--- config.mk ---
export PLATFORM = sky130hd
export DESIGN_NAME = switch_cfg_loader
export DESIGN_NICKNAME = d
export VERILOG_FILES = /design/src/rtl/switch_cfg_pkg.sv /design/src/rtl/switch_cfg_word_check.sv /design/src/rtl/switch_cfg_loader.sv
export SDC_FILE = /design/constraint.sdc
export NUM_CORES = 1
export LEC_CHECK = 0
export ABC_AREA = 1
export BUFFER_PORTS_ARGS = -buffer_cell sky130_fd_sc_hd__buf_2
export CAP_MARGIN = 20
export CORE_MARGIN = 3
export CORE_UTILIZATION = 50
export DETAILED_ROUTE_END_ITERATION = 8
export GPL_TIMING_DRIVEN = 0
export PLACE_DENSITY_LB_ADDON = 0.3
export SLEW_MARGIN = 25
export SYNTH_ARGS = -nofsm -noshare
export SYNTH_HDL_FRONTEND = slang
export SYNTH_SLANG_ARGS = --single-unit
--- constraint.sdc ---
create_clock -name clk -period 7.5 [get_ports clk]
set_clock_uncertainty 0.2 [all_clocks]
set_input_delay 1.5 -clock clk [delete_from_list [all_inputs] [get_ports clk]]
set_output_delay 1.5 -clock clk [all_outputs]
set_load 0.02 [all_outputs]
--- src/rtl/switch_cfg_pkg.sv ---
// Shared definitions for the serial switch-matrix configuration loader:
// side codes, frame sync byte, loader state encoding and word-count helper.
package switch_cfg_pkg;

  // Side codes carried in bits [2:0] of every config word
  localparam logic [2:0] SIDE_NONE   = 3'd0;
  localparam logic [2:0] SIDE_TOP    = 3'd1;
  localparam logic [2:0] SIDE_RIGHT  = 3'd2;
  localparam logic [2:0] SIDE_BOTTOM = 3'd3;
  localparam logic [2:0] SIDE_LEFT   = 3'd4;

  localparam int unsigned SYNC_W    = 8;
  localparam int unsigned CSUM_W    = 8;
  localparam logic [7:0]  SYNC_WORD = 8'hA5;

  typedef enum logic [1:0] {
    ST_SYNC  = 2'd0,
    ST_LOAD  = 2'd1,
    ST_CSUM  = 2'd2,
    ST_CHECK = 2'd3
  } state_t;

  // Number of config words in a frame: one per pin on all four sides
  function automatic int unsigned calc_nw(input int unsigned ntb, input int unsigned nlr);
    return 2 * ntb + 2 * nlr;
  endfunction

endpackage

--- src/rtl/switch_cfg_word_check.sv ---
// Combinational legality check of one config word.
// Ports: word  - config word, [WW-1:3] pin index, [2:0] side code
//        legal - 1 when side code is known and index fits that side
module switch_cfg_word_check
  import switch_cfg_pkg::*;
#(
  parameter int unsigned NTB = 5,
  parameter int unsigned NLR = 4,
  parameter int unsigned WW  = 6
) (
  input  logic [WW-1:0] word,
  output logic          legal
);

  localparam int unsigned IW = WW - 3;

  logic [2:0]    side;
  logic [IW-1:0] idx;
  logic [31:0]   idx_ext;

  assign side    = word[2:0];
  assign idx     = word[WW-1:3];
  assign idx_ext = 32'(idx);

  // Code 0 leaves the pin unconnected, so any index is acceptable
  always_comb begin
    legal = 1'b0;
    case (side)
      SIDE_NONE:              legal = 1'b1;
      SIDE_TOP, SIDE_BOTTOM:  legal = (idx_ext < 32'(NTB));
      SIDE_RIGHT, SIDE_LEFT:  legal = (idx_ext < 32'(NLR));
      default:                legal = 1'b0;
    endcase
  end

endmodule

--- src/rtl/switch_cfg_loader.sv ---
// Serial bitstream loader for the switch matrix. Hunts for the sync byte,
// shifts NW config words into a shadow copy while summing them, then checks
// the trailing checksum and word legality before committing the shadow.
// Ports: clk, rst_n            - clock, async active-low reset
//        cfg_valid, cfg_bit    - serial bit stream, MSB first
//        cfg_ready             - loader accepts a bit this cycle
//        cfg_active            - committed config, word k at [WW*k +: WW]
//        cfg_done / cfg_err    - one-cycle commit / reject pulses
module switch_cfg_loader
  import switch_cfg_pkg::*;
#(
  parameter int unsigned NTB = 5,
  parameter int unsigned NLR = 4,
  parameter int unsigned WW  = 6
) (
  input  logic                                  clk,
  input  logic                                  rst_n,
  input  logic                                  cfg_valid,
  input  logic                                  cfg_bit,
  output logic                                  cfg_ready,
  output logic [WW*(2*NTB+2*NLR)-1:0]           cfg_active,
  output logic                                  cfg_done,
  output logic                                  cfg_err
);

  localparam int unsigned NW   = calc_nw(NTB, NLR);
  localparam int unsigned AW   = NW * WW;
  localparam int unsigned BMAX = (WW > CSUM_W) ? WW : CSUM_W;
  localparam int unsigned BCW  = $clog2(BMAX + 1);
  localparam int unsigned WCW  = $clog2(NW + 1);

  state_t             state;
  logic [SYNC_W-2:0]  sync_sr;
  logic [WW-2:0]      word_sr;
  logic [CSUM_W-1:0]  csum_sr;
  logic [CSUM_W-1:0]  sum;
  logic [BCW-1:0]     bit_cnt;
  logic [WCW-1:0]     word_cnt;
  logic [AW-1:0]      shadow;
  logic               illegal_seen;

  logic               xfer;
  logic [SYNC_W-1:0]  sync_nxt;
  logic [WW-1:0]      word_nxt;
  logic               word_legal;
  logic               frame_ok;

  assign xfer     = cfg_valid & cfg_ready;
  assign sync_nxt = {sync_sr, cfg_bit};
  assign word_nxt = {word_sr, cfg_bit};
  assign frame_ok = (csum_sr == sum) && !illegal_seen;

  switch_cfg_word_check #(
    .NTB (NTB),
    .NLR (NLR),
    .WW  (WW)
  ) u_word_check (
    .word  (word_nxt),
    .legal (word_legal)
  );

  // Loader FSM with all outputs registered
  always_ff @(posedge clk or negedge rst_n) begin
    if (!rst_n) begin
      state        <= ST_SYNC;
      sync_sr      <= '0;
      word_sr      <= '0;
      csum_sr      <= '0;
      sum          <= '0;
      bit_cnt      <= '0;
      word_cnt     <= '0;
      shadow       <= '0;
      illegal_seen <= 1'b0;
      cfg_active   <= '0;
      cfg_ready    <= 1'b0;
      cfg_done     <= 1'b0;
      cfg_err      <= 1'b0;
    end else begin
      cfg_ready <= 1'b1;
      cfg_done  <= 1'b0;
      cfg_err   <= 1'b0;
      case (state)
        ST_SYNC: begin
          if (xfer) begin
            // Cleared on match so the next frame needs a full fresh sync byte
            if (sync_nxt == SYNC_WORD) begin
              state        <= ST_LOAD;
              sync_sr      <= '0;
              bit_cnt      <= '0;
              word_cnt     <= '0;
              sum          <= '0;
              illegal_seen <= 1'b0;
            end else begin
              sync_sr <= sync_nxt[SYNC_W-2:0];
            end
          end
        end
        ST_LOAD: begin
          if (xfer) begin
            word_sr <= word_nxt[WW-2:0];
            if (bit_cnt == BCW'(WW - 1)) begin
              bit_cnt                    <= '0;
              shadow[word_cnt*WW +: WW]  <= word_nxt;
              sum                        <= sum + CSUM_W'(word_nxt);
              if (!word_legal) illegal_seen <= 1'b1;
              if (word_cnt == WCW'(NW - 1)) begin
                state    <= ST_CSUM;
                word_cnt <= '0;
              end else begin
                word_cnt <= word_cnt + WCW'(1);
              end
            end else begin
              bit_cnt <= bit_cnt + BCW'(1);
            end
          end
        end
        ST_CSUM: begin
          if (xfer) begin
            csum_sr <= {csum_sr[CSUM_W-2:0], cfg_bit};
            if (bit_cnt == BCW'(CSUM_W - 1)) begin
              bit_cnt   <= '0;
              state     <= ST_CHECK;
              cfg_ready <= 1'b0;
            end else begin
              bit_cnt <= bit_cnt + BCW'(1);
            end
          end
        end
        ST_CHECK: begin
          if (frame_ok) begin
            cfg_active <= shadow;
            cfg_done   <= 1'b1;
          end else begin
            cfg_err <= 1'b1;
          end
          state <= ST_SYNC;
        end
        default: state <= ST_SYNC;
      endcase
    end
  end

endmodule
==> results of run 1 <==
## cell usage after synthesis, drive strengths merged (9+ instances only)
library cell / n
buf: 14
dfrtp: 259
nor2: 69
o21ai: 156
nand3: 73
nor3: 17
a21oi: 29
inv: 104
ha: 23
nand2: 608
clkbuf: 30
nand4: 11
o22ai: 10
nor4: 9
## power by group
part / total, mW / internal, mW / switching (mW)
sequential: 1.58 / 1.50 / 0.0809
combinational: 2.79 / 0.628 / 2.17
clock: 1.29 / 0.759 / 0.536
total: 5.67 / 2.89 / 2.78
## metal layers
metal / track usage / wire, um / up-vias
met5: 0 / 0 / -
li1: - / - / 4931
met3: 0.03224 / 1594 / 72
met1: 0.3524 / 14750 / 4844
met4: 0.08008 / 1037 / 0
met2: 0.4204 / 15240 / 268
## state kept, by name (all words and copies together) (netlist names), 2 cells and up
name and count:
word_cnt 5, sync_sr 7, csum_sr 8, sum 8, state 2, shadow 108
bit_cnt 4, word_sr 5, cfg_active 108
## per-stage QoR
step / cells / hold slack [ps] / util
finish: 1917 / 265.0 / 0.5995
global route: 1917 / 290.6 / 0.5995
CTS: 1917 / 274.1 / 0.5993
detailed placement: 1871 / 259.2 / 0.5626
global placement: 1869 / 257.0 / 0.5598
floorplan: 1442 / 242.2 / -
## final cells by class
class                   count  area (sq um)
inverters                 105         401.6
well taps                 313         391.6
plain buffers              44         210.2
clock buffers              38         747.0
repair buffers            116         635.6
clock inverters             8         100.1
flip-flops and latches    259          6481
multi-input cells        1034          4853
fillers                  2093          9233
## final timing paths
check                            start              to  slack, ps
max                        word_cnt[1]       shadow[7]       3620
min                          shadow[8]   cfg_active[8]        260
max reg2reg                word_cnt[1]       shadow[7]       3620
min reg2reg                  shadow[8]   cfg_active[8]        260
max in group asynchronous        rst_n  cfg_active[48]       5510
min in group asynchronous        rst_n       cfg_ready        730
## cell usage in the layout, fill, tap and decap left out, drive strengths merged
master and instances:
nand2 608, dfrtp 259, o21ai 156, buf 130, inv 105, nand3 73
nor2 69, clkbuf 68, a21oi 29, ha 23, nor3 17, nand4 11
o22ai 10, nor4 9, clkinv 5, xor2 4, o31ai 3, a21boi 2
a22o 2, a32o 2, fa 2, bufinv 2, or2 2, xnor2 2
a2111oi 1, a31oi 1, o211ai 1, a22oi 1, mux2i 1, o21a 1
nor3b 1, a32oi 1, o21bai 1, a221oi 1, clkinvlp 1
## worst reg2reg max path, stage by stage (launching register included)
cell,delay (ps)
dfrtp_1,430
ha_1,280
fa_1,700
inv_1,70
nand2_1,90
nor2_1,60
nand2_1,100
nor2_1,60
ha_1,180
inv_1,140
nand4_1,300
nor3_1,670
nand2_1,250
a21oi_1,190
a21oi_1,60
## cell families after synthesis
kind of cell | after synthesis
adders and majority gates | 25
DFF | 259
AOI/OAI and AO/OA | 212
buffers and inverters | 149
and+or+nand+nor | 790
muxes | 1
xor gates and xnor gates | 6
==> metrics.md, run 1 <==
| Metric | Value |
|---|---|
| Post-route ant nets | 0 |
| Avg Cell Area, Syn | 8.282 sq um |
| Setup bufs post-CTS | 0 |
| Register-to-Register Path Depth | 14 |
| Max-cap violation count | 0 |
| #FFs+latches synth | around 260 |
| Total negative slack | 0 ps |
| Largest net degree at the start of global routing | 99 |
| Drt total wl | 32620 um |
| P&R area growth vs syn | 15.73% |
| Post-cts sizing count | 0 |
| Post-synthesis adder-cell area fraction | 0.02745 |
| Post-DP Area | around 13000 sq um |
| Worst-path clk slew | 60 ps |
| First-pass GRT wire length | 53210 um |
| Hpwl dp | between 20000 and 25000 um |
| Share of layout cells above drive strength 1 | 0.1284 |
| Worst Hold Path Cells | 2 |
| Synth unique cells | 50 |
| Critical-path cell list | ha_1 > fa_1 > inv_1 > nand2_1 > nor2_1 > nand2_1 > nor2_1 > ha_1 > inv_1 > nand4_1 > nor3_1 > nand2_1 > a21oi_1 > a21oi_1 |
| WP buf/inv | 2 |
| Outcome | finished clean |
| Largest cells by area after synthesis | dfrtp_1 54%, nand2_1 19%, o21ai_0 3.6%, nand3_1 3.0%, o21ai_1 2.9% |
| PnR Total Power | approximately 5.7 mW |
| Worst-path fanout max | 5 |
| Post-Synth Simple-Gate Area | 0.2778 |
| Worst-Skew Late Latency | between 500 and 600 ps |
| CP max-delay cell | fa_1 |
| Setup violators final | 0 |
| Final Cycle Share | 0.5176 |
| Post-route cell area | roughly 14000 sq um |
| Starting density of the core | 0.5180 |
| Initial DRC count | between 800 and 900 |
| Drt wl/cell | roughly 17 um |
| CTS tree | done |
| Die area | approximately 26000 sq um |
| Register area share after synthesis | 0.5427 |
| Via/cell ratio | 5.276 |
| Lkg Pwr | ~7 nW |
| VDD IR max | 0.3495 mV |
| Sink Count | 259 |
| Crit path depth | 14 |
| Worst slack, placed | ~3700 ps |
| Number of remaining DRC errors | 0 |
| IO Pins | 115 |
| Area leader, netlist | dfrtp_1 |
| CP delay by family, top | simple AND/OR/NAND/NOR gates |
| Total track usage | 0.2543 |
| H-Tree Depth | 1 |
| Critical Path RT | 7720 ps |
| Final Critical Period | a little under 4000 ps |
| Synth Area in XOR/XNOR | 0.005657 |
| Hold_buf cts | 0 |
| CP arrival | slightly above 4000 ps |
| Largest family of logic cells by synthesized area | simple AND/OR/NAND/NOR gates |
| Yosys top cell area share | 0.5427 |
| Fin. max-slew vios | 0 |
| Least-Margin Pin Slew | approximately 880 ps |
| RSZ-0062 raised after global routing | false |
| Crit path launch type | flip-flop |
| Ys Warns | 0 |
| CTS buffer count | 27 |
| Top FF cell, synth | dfrtp_1 |
| Synth Cell Area | 11940 sq um |
| Ant diodes | 0 |
| First-pass DRT Iterations | 5 |
| Final hold viol count | 0 |
| Initial antenna violation count | 0 |
| Worst stage delay on the critical path | ~700 ps |
| Clock Tree Root | clkbuf_16 |
| Syn Nets | about 1500 |
| Grt ovf | 0 |
| Setup CP Type | reg -> reg |
| Critical Path End Type | flip-flop |
| Syn Inst Count | about 1400 |
| Rel. slew slack | 0.4158 |
| PortBufs | roughly 110 |
| Complex-gate fraction of the synthesized area | 0.09429 |
| Die height | around 160 um |
| Nets | ~1600 |
| PnR worst setup slack | approximately 3600 ps |
| Total number of vias | 10115 |
| Vias in the first global route | 10120 |
| Clock Tree Buf Depth | 3 |
| Post-synth EDFFs | 0 |
| HP Class | reg -> reg |
| FP Rows | 55 |
| CP dominant cell by count | nand2_1 |
| Die Width | roughly 160 um |
| Core ar. | ~23000 sq um |
| Async set-or-reset flop fraction in the synthesized netlist | 1.000 |
| Max Fclk | 0.2576 GHz |
| PwrDens | 410.1 nW/um^2 |
| Mux cell area share after synthesis | 0.0008381 |
| Routability Congestion | ~1 |
No activity file was read; power rests on OpenSTA's default activity.
==> run 2, diff against run 1 <==
- ABC_AREA: 1 -> 0
- clock period: 7.5 -> 3.8 ns (I/O delays scaled with it)
==> metrics.md, run 2 <==
| Metric | Value |
|---|---|
| Post-synth EDFFs | 0 |
| RSZ-0062 raised after global routing | true |
| Clock Tree Root | clkbuf_16 |
| Register area share after synthesis | 0.5242 |
| First-pass GRT wire length | approximately 53000 um |
| CTS tree | done |
| Final Cycle Share | 0.9990 |
| Routability Congestion | about 0.99 |
| Initial DRC count | 735 |
| Most common cell after layout, fill and taps aside | nand2_1 |
| FP Rows | 56 |
| Setup violators final | 0 |
| Yosys top cell area share | 0.5242 |
| Internal power | roughly 5.8 mW |
| Core ar. | approximately 24000 sq um |
| HP Class | reg -> reg |
| Top flop regs | cfg_active (108), shadow (108) |
| Total track usage | 0.2548 |
| CP max-delay cell | nor3_2 |
| Die height | 163.3 um |
| Async set-or-reset flop fraction in the synthesized netlist | 1.000 |
| Total negative slack | 0 ps |
| WP buf/inv | 4 |
| Number of remaining DRC errors | 0 |
| Via/cell ratio | ~5.6 |
| Clk pwr share | 0.262 |
| Drt wl/cell | around 20 um |
| Least-Margin Pin Slew | approximately 1100 ps |
| Final Critical Period | 3796 ps |
| Syn Inst Count | approximately 1200 |
| Critical-path cell list | buf_2 > inv_1 > ha_1 > buf_6 > nor3_2 > nand2_1 > nand3_1 > and2_4 > o2bb2a_4 > buf_2 > nor3_2 > mux2_2 |
| Lkg Pwr | 7.491 nW |
| Critical Path RT | about 4100 ps |
| Final hold viol count | 0 |
| Cell types with the highest counts after synthesis | 365 x nand2_1, 259 x dfrtp_1, 113 x mux2_2 |
| Rel. slew slack | 0.2614 |
| Synth unique cells | between 80 and 90 |
| Largest net degree at the start of global routing | 78 |
| Setup CP Type | reg -> reg |
| Syn Nets | roughly 1200 |
| Combinational share of power | 0.428 |
| Outcome | finished clean |
| Starting density of the core | 0.5175 |
| Nets | about 1400 |
| Worst stage delay on the critical path | roughly 440 ps |
| NetSw | between 4 and 5 mW |
| PwrDens | approximately 700 nW/um^2 |
| Worst-path clk slew | about 60 ps |
| Total number of vias | approximately 9600 |
| Switch share | 0.4284 |
| CP delay by family, top | simple AND/OR/NAND/NOR gates |
| Count leader, synth | nand2_1 |
| Crit path launch type | flip-flop |
| Vias in the first global route | between 9000 and 10000 |
| Clock Tree Buf Depth | 3 |
| Avg Cell Area, Syn | 10.20 sq um |
| Die area | between 20000 and 30000 sq um |
| Max Fclk | approximately 0.26 GHz |
| Worst-path fanout max | 10 |
| Flop pwr share | 0.310 |
| Grt ovf | 0 |
| Worst slack, placed | -489.8 ps |
| Area leader, netlist | dfrtp_1 |
| VDD IR max | between 0.5 and 0.6 mV |
| CTS buffer count | 27 |
| Fin. max-slew vios | 0 |
| Drt total wl | between 30000 and 40000 um |
| Max-cap violation count | 0 |
| Critical Path End Type | flip-flop |
| Share of layout cells above drive strength 1 | 0.2802 |
| P&R area growth vs syn | 18.17% |
| IO Pins | approximately 120 |
| Worst-Skew Late Latency | between 500 and 600 ps |
| Die Width | 163.3 um |
| CP arrival | around 4100 ps |
| #FFs+latches synth | between 200 and 300 |
| Largest cells by area after synthesis | dfrtp_1 52%, nand2_1 11%, mux2_2 10%, ha_1 2.3%, o21ai_0 1.9% |
| H-Tree Depth | 1 |
| Top FF cell, synth | dfrtp_1 |
| Hpwl dp | 24370 um |
| Post-route ant nets | 0 |
| Synth Cell Area | between 10000 and 15000 sq um |
| Commonest cells after routing, fill and taps aside | 361 x nand2_1, 256 x dfrtp_1, 123 x buf_2, 111 x mux2_2, 48 x nor2_1 |
| Sink Count | 259 |
| Ant diodes | 0 |
| PortBufs | approximately 110 |
| PnR worst setup slack | approximately 3.9 ps |
| Ys Warns | 0 |
| Initial antenna violation count | 3 |
| First-pass DRT Iterations | 5 |
run 2: cell count changes in the layout (fill, tap and decap cells not counted), moves of 14 or more:
cell / change
buf_4: +15
inv_1: -75
mux2_2: +111
nand2_1: -239
nand3_1: -41
nor2_2: +14
o21ai_0: -40
o21ai_1: -68
run 2: final cells by class:
cell class,instances,area [sq um]
well taps,319,399.1
multi-input cells,877,5724
inverters,19,71.32
clock inverters,9,120.1
fillers,1987,9281
plain buffers,56,271.5
flip-flops and latches,259,6485
clock buffers,40,764.5
repair buffers,132,775.7
run 2: cells by family (layout without fill, tap and decap cells):
| logic type | count (synthesis) | after routing | synth area share |
|---|---|---|---|
| buf+inv | 76 | 256 | 0.02732 |
| mux | 126 | 126 | 0.1144 |
| compound gates | 155 | 155 | 0.09219 |
| fa+ha+maj | 25 | 25 | 0.02651 |
| xor+xnor | 22 | 22 | 0.01741 |
| simple gates | 549 | 549 | 0.1979 |
| flops | 259 | 259 | 0.5242 |
run 2: through the flow:
stage | cells | total power, mW | hold WS, ps | utilization | cell area, sq um
floorplan | 1212 | 5.715 | 231.5 | - | 12370
global placement | 1645 | 7.051 | 247.4 | 0.5582 | 13340
detailed placement | 1648 | 7.095 | 248.6 | 0.5621 | 13430
CTS | 1707 | 9.855 | 259.3 | 0.6059 | 14480
global route | 1711 | 10.49 | 284.0 | 0.6115 | 14610
finish | 1711 | 10.06 | 255.8 | 0.6115 | 14610
run 2: timing repair:
item | CTS | global route
setup buffers | 9 | 4
setup endpoints to repair | 106 | 100
resized for setup | 21 | 28
cloned | 1 | 0
hold endpoints to repair | 53 | 0
pin swaps | 7 | 7
hold buffers | 1 | 0
run 2: worst reg2reg max path: stages, from the launching register on:
cell and delay [ps]:
dfrtp_1 420, buf_2 250, inv_1 190, ha_1 340
buf_6 140, nor3_2 440, nand2_1 210, nand3_1 210
and2_4 240, o2bb2a_4 210, buf_2 220, nor3_2 420
mux2_2 260
run 2: path summary, 6_finish.rpt:
path                              from        endpoint  slack, ps  cells after the start
min reg2reg                 shadow[71]  cfg_active[71]        260                      2
max                        word_cnt[0]       shadow[9]          4                     12
min in group asynchronous        rst_n       shadow[9]        520                      2
max in group asynchronous        rst_n  cfg_active[77]       1860                      4
max reg2reg                word_cnt[0]       shadow[9]          4                     12
min                         shadow[71]  cfg_active[71]        260                      2
run 2: routing by layer:
metal  GRT usage  wire, um  vias up
li1            -         -     4443
met1      0.3549     14700     4803
met2      0.4168     15960      317
met3     0.03627      2131       61
met4     0.07843      1010        0
met5           0         0        -
run 2: power by group through the flow:
stage | Clock [mW] | Combinational, mW | Sequential, mW
6_report | 2.64 | 4.31 | 3.12
3_5_place_dp | 0 | 3.93 | 3.16
5_1_grt | 2.79 | 4.55 | 3.14
4_1_cts | 2.69 | 4.05 | 3.12
2_1_floorplan | 0 | 2.61 | 3.11
3_3_place_gp | 0 | 3.90 | 3.15
==> run 3, diff against run 2 <==
- REMOVE_ABC_BUFFERS: unset -> 1
==> metrics.md, run 3 (synthesis gave the netlist of run 2 again) <==
| Metric | Value |
|---|---|
| Register area | around 6500 sq um |
| Die height | 163.3 um |
| Final Cycle Share | 0.9725 |
| Wl on met1 | roughly 13000 um |
| Initial antenna violation count | 0 |
| Outcome | finished clean |
| Top flop regs | cfg_active (108), shadow (108) |
| Initial DRC count | ~600 |
| Crit path launch type | flip-flop |
| Routability Congestion | approximately 0.93 |
| Number of remaining DRC errors | 0 |
| Clock Tree Root | clkbuf_16 |
| DP Cell Count | about 1600 |
| Most common cell after layout, fill and taps aside | nand2_1 |
| Final Critical Period | ~3700 ps |
| Finished Layout Cells | between 1500 and 2000 |
| FP Rows | 56 |
| WHS | around 260 ps |
| Core ar. | about 24000 sq um |
| Nets | roughly 1400 |
| Worst-path clk slew | 60 ps |
| Critical Path RT | between 4000 and 5000 ps |
| Starting density of the core | 0.5175 |
| Max Fclk | roughly 0.27 GHz |
| H-Tree Depth | 1 |
| Met2 Wirelength | around 14000 um |
| Grt ovf | 0 |
| Drt total wl | around 29000 um |
| RSZ-0062 raised after global routing | true |
| IO Pins | roughly 120 |
| Top sig layer | met4 |
| Worst slack, placed | -1906 ps |
| Least-Margin Pin Slew | ~790 ps |
| Die area | approximately 27000 sq um |
| Rel. slew slack | 0.4687 |
| First-pass DRT Iterations | 4 |
| Setup violators final | 0 |
| Hpwl dp | around 19000 um |
| Total number of vias | 9219 |
| Share of layout cells above drive strength 1 | 0.2863 |
| Via/cell ratio | around 5.5 |
| Largest net degree at the start of global routing | 91 |
| Post-route ant nets | 0 |
| Worst-path fanout max | 7 |
| Fin. max-slew vios | 0 |
| Register-to-Register Path Depth | 13 |
| P&R area growth vs syn | 18.45% |
| PnR worst setup slack | 104.7 ps |
| Total track usage | 0.2182 |
| HP Class | reg -> reg |
| Max-cap violation count | 0 |
| FILL cells | a little under 2000 |
| Post-route cell area | 14650 sq um |
| VDD IR max | 0.3885 mV |
| Vias in the first global route | just over 9000 |
| CTS buffer count | 27 |
| Die Width | around 160 um |
| Worst-Skew Late Latency | about 530 ps |
| Drt wl/cell | about 17 um |
| CTS tree | done |
| PnR Total Power | between 9 and 10 mW |
| Commonest cells after routing, fill and taps aside | 361 x nand2_1, 257 x dfrtp_1, 114 x buf_2, 113 x mux2_2, 47 x nor2_1 |
| Lkg Pwr | around 7.5 nW |
| PwrDens | 659.6 nW/um^2 |
| PortBufs | approximately 110 |
| Routed wl met3 | ~1600 um |
| CP arrival | roughly 3900 ps |
| Post-DP Area | 13240 sq um |
| Ant diodes | 0 |
| First-pass GRT wire length | between 40000 and 50000 um |
| Sink Count | approximately 260 |
| Setup CP Type | reg -> reg |
| Critical Path End Type | flip-flop |
| Final hold viol count | 0 |
| Clock Tree Buf Depth | 3 |
| Worst Hold Path Cells | 2 |
| Area of the multi-input gates | slightly below 6000 sq um |
-- run 3: worst paths after layout --
path,startpoint,endpoint,slack (ps)
worst max-delay path,word_cnt[0],shadow[32],100
worst min-delay path,shadow[90],cfg_active[90],260
worst max register to register,word_cnt[0],shadow[32],100
worst min register to register,shadow[90],cfg_active[90],260
max in group asynchronous,rst_n,word_cnt[0],1890
min in group asynchronous,rst_n,cfg_active[44],550
-- run 3: stage by stage --
step                      setup TNS, ps    util
after floorplan                  -90760       -
final                                 0  0.6130
after global routing             -155.3  0.6130
after CTS                             0  0.6059
after detailed placement        -168590  0.5542
after global placement         -1194900  0.5469
-- run 3: area by class of cell --
| cell class | instances | area share |
|---|---|---|
| inverters | 19 | 0.005041 |
| clock buffers | 39 | 0.05126 |
| repair buffers | 152 | 0.06997 |
| flip-flops and latches | 259 | 0.4429 |
| well taps | 319 | 0.02725 |
| multi-input cells | 877 | 0.3951 |
| clock inverters | 9 | 0.008458 |
-- run 3: power breakdown --
group          internal [mW]  switching [mW]
Sequential              2.96           0.196
Clock                   1.57            1.05
Combinational           1.28            2.61
Total                   5.81            3.85
-- run 3: critical path, cell delays in order (launching register included) --
cell,delay [ps]
dfrtp_4,510
ha_4,190
fa_2,390
a211o_4,370
a21o_1,200
nand2_2,80
nand2_1,80
nor2_2,120
ha_4,240
and2_4,180
a41oi_4,440
clkbuf_16,230
nor2_2,40
mux2_1,310
-- run 3: layer usage --
layer,track usage,vias to the layer above
li1,-,4381
met1,0.2979,4551
met2,0.3638,243
met3,0.03956,44
met4,0.05459,0
met5,0,-
-- run 3: timing repair --
| item | 4_1_cts | 5_1_grt |
|---|---|---|
| setup endpoints to repair | 108 | 64 |
| hold endpoints to repair | 57 | 0 |
| hold buffers | 1 | 0 |
| gates resized for setup | 35 | 12 |
| cloned | 0 | 1 |
| buffers inserted | 18 | 12 |
| pin swaps | 7 | 2 |
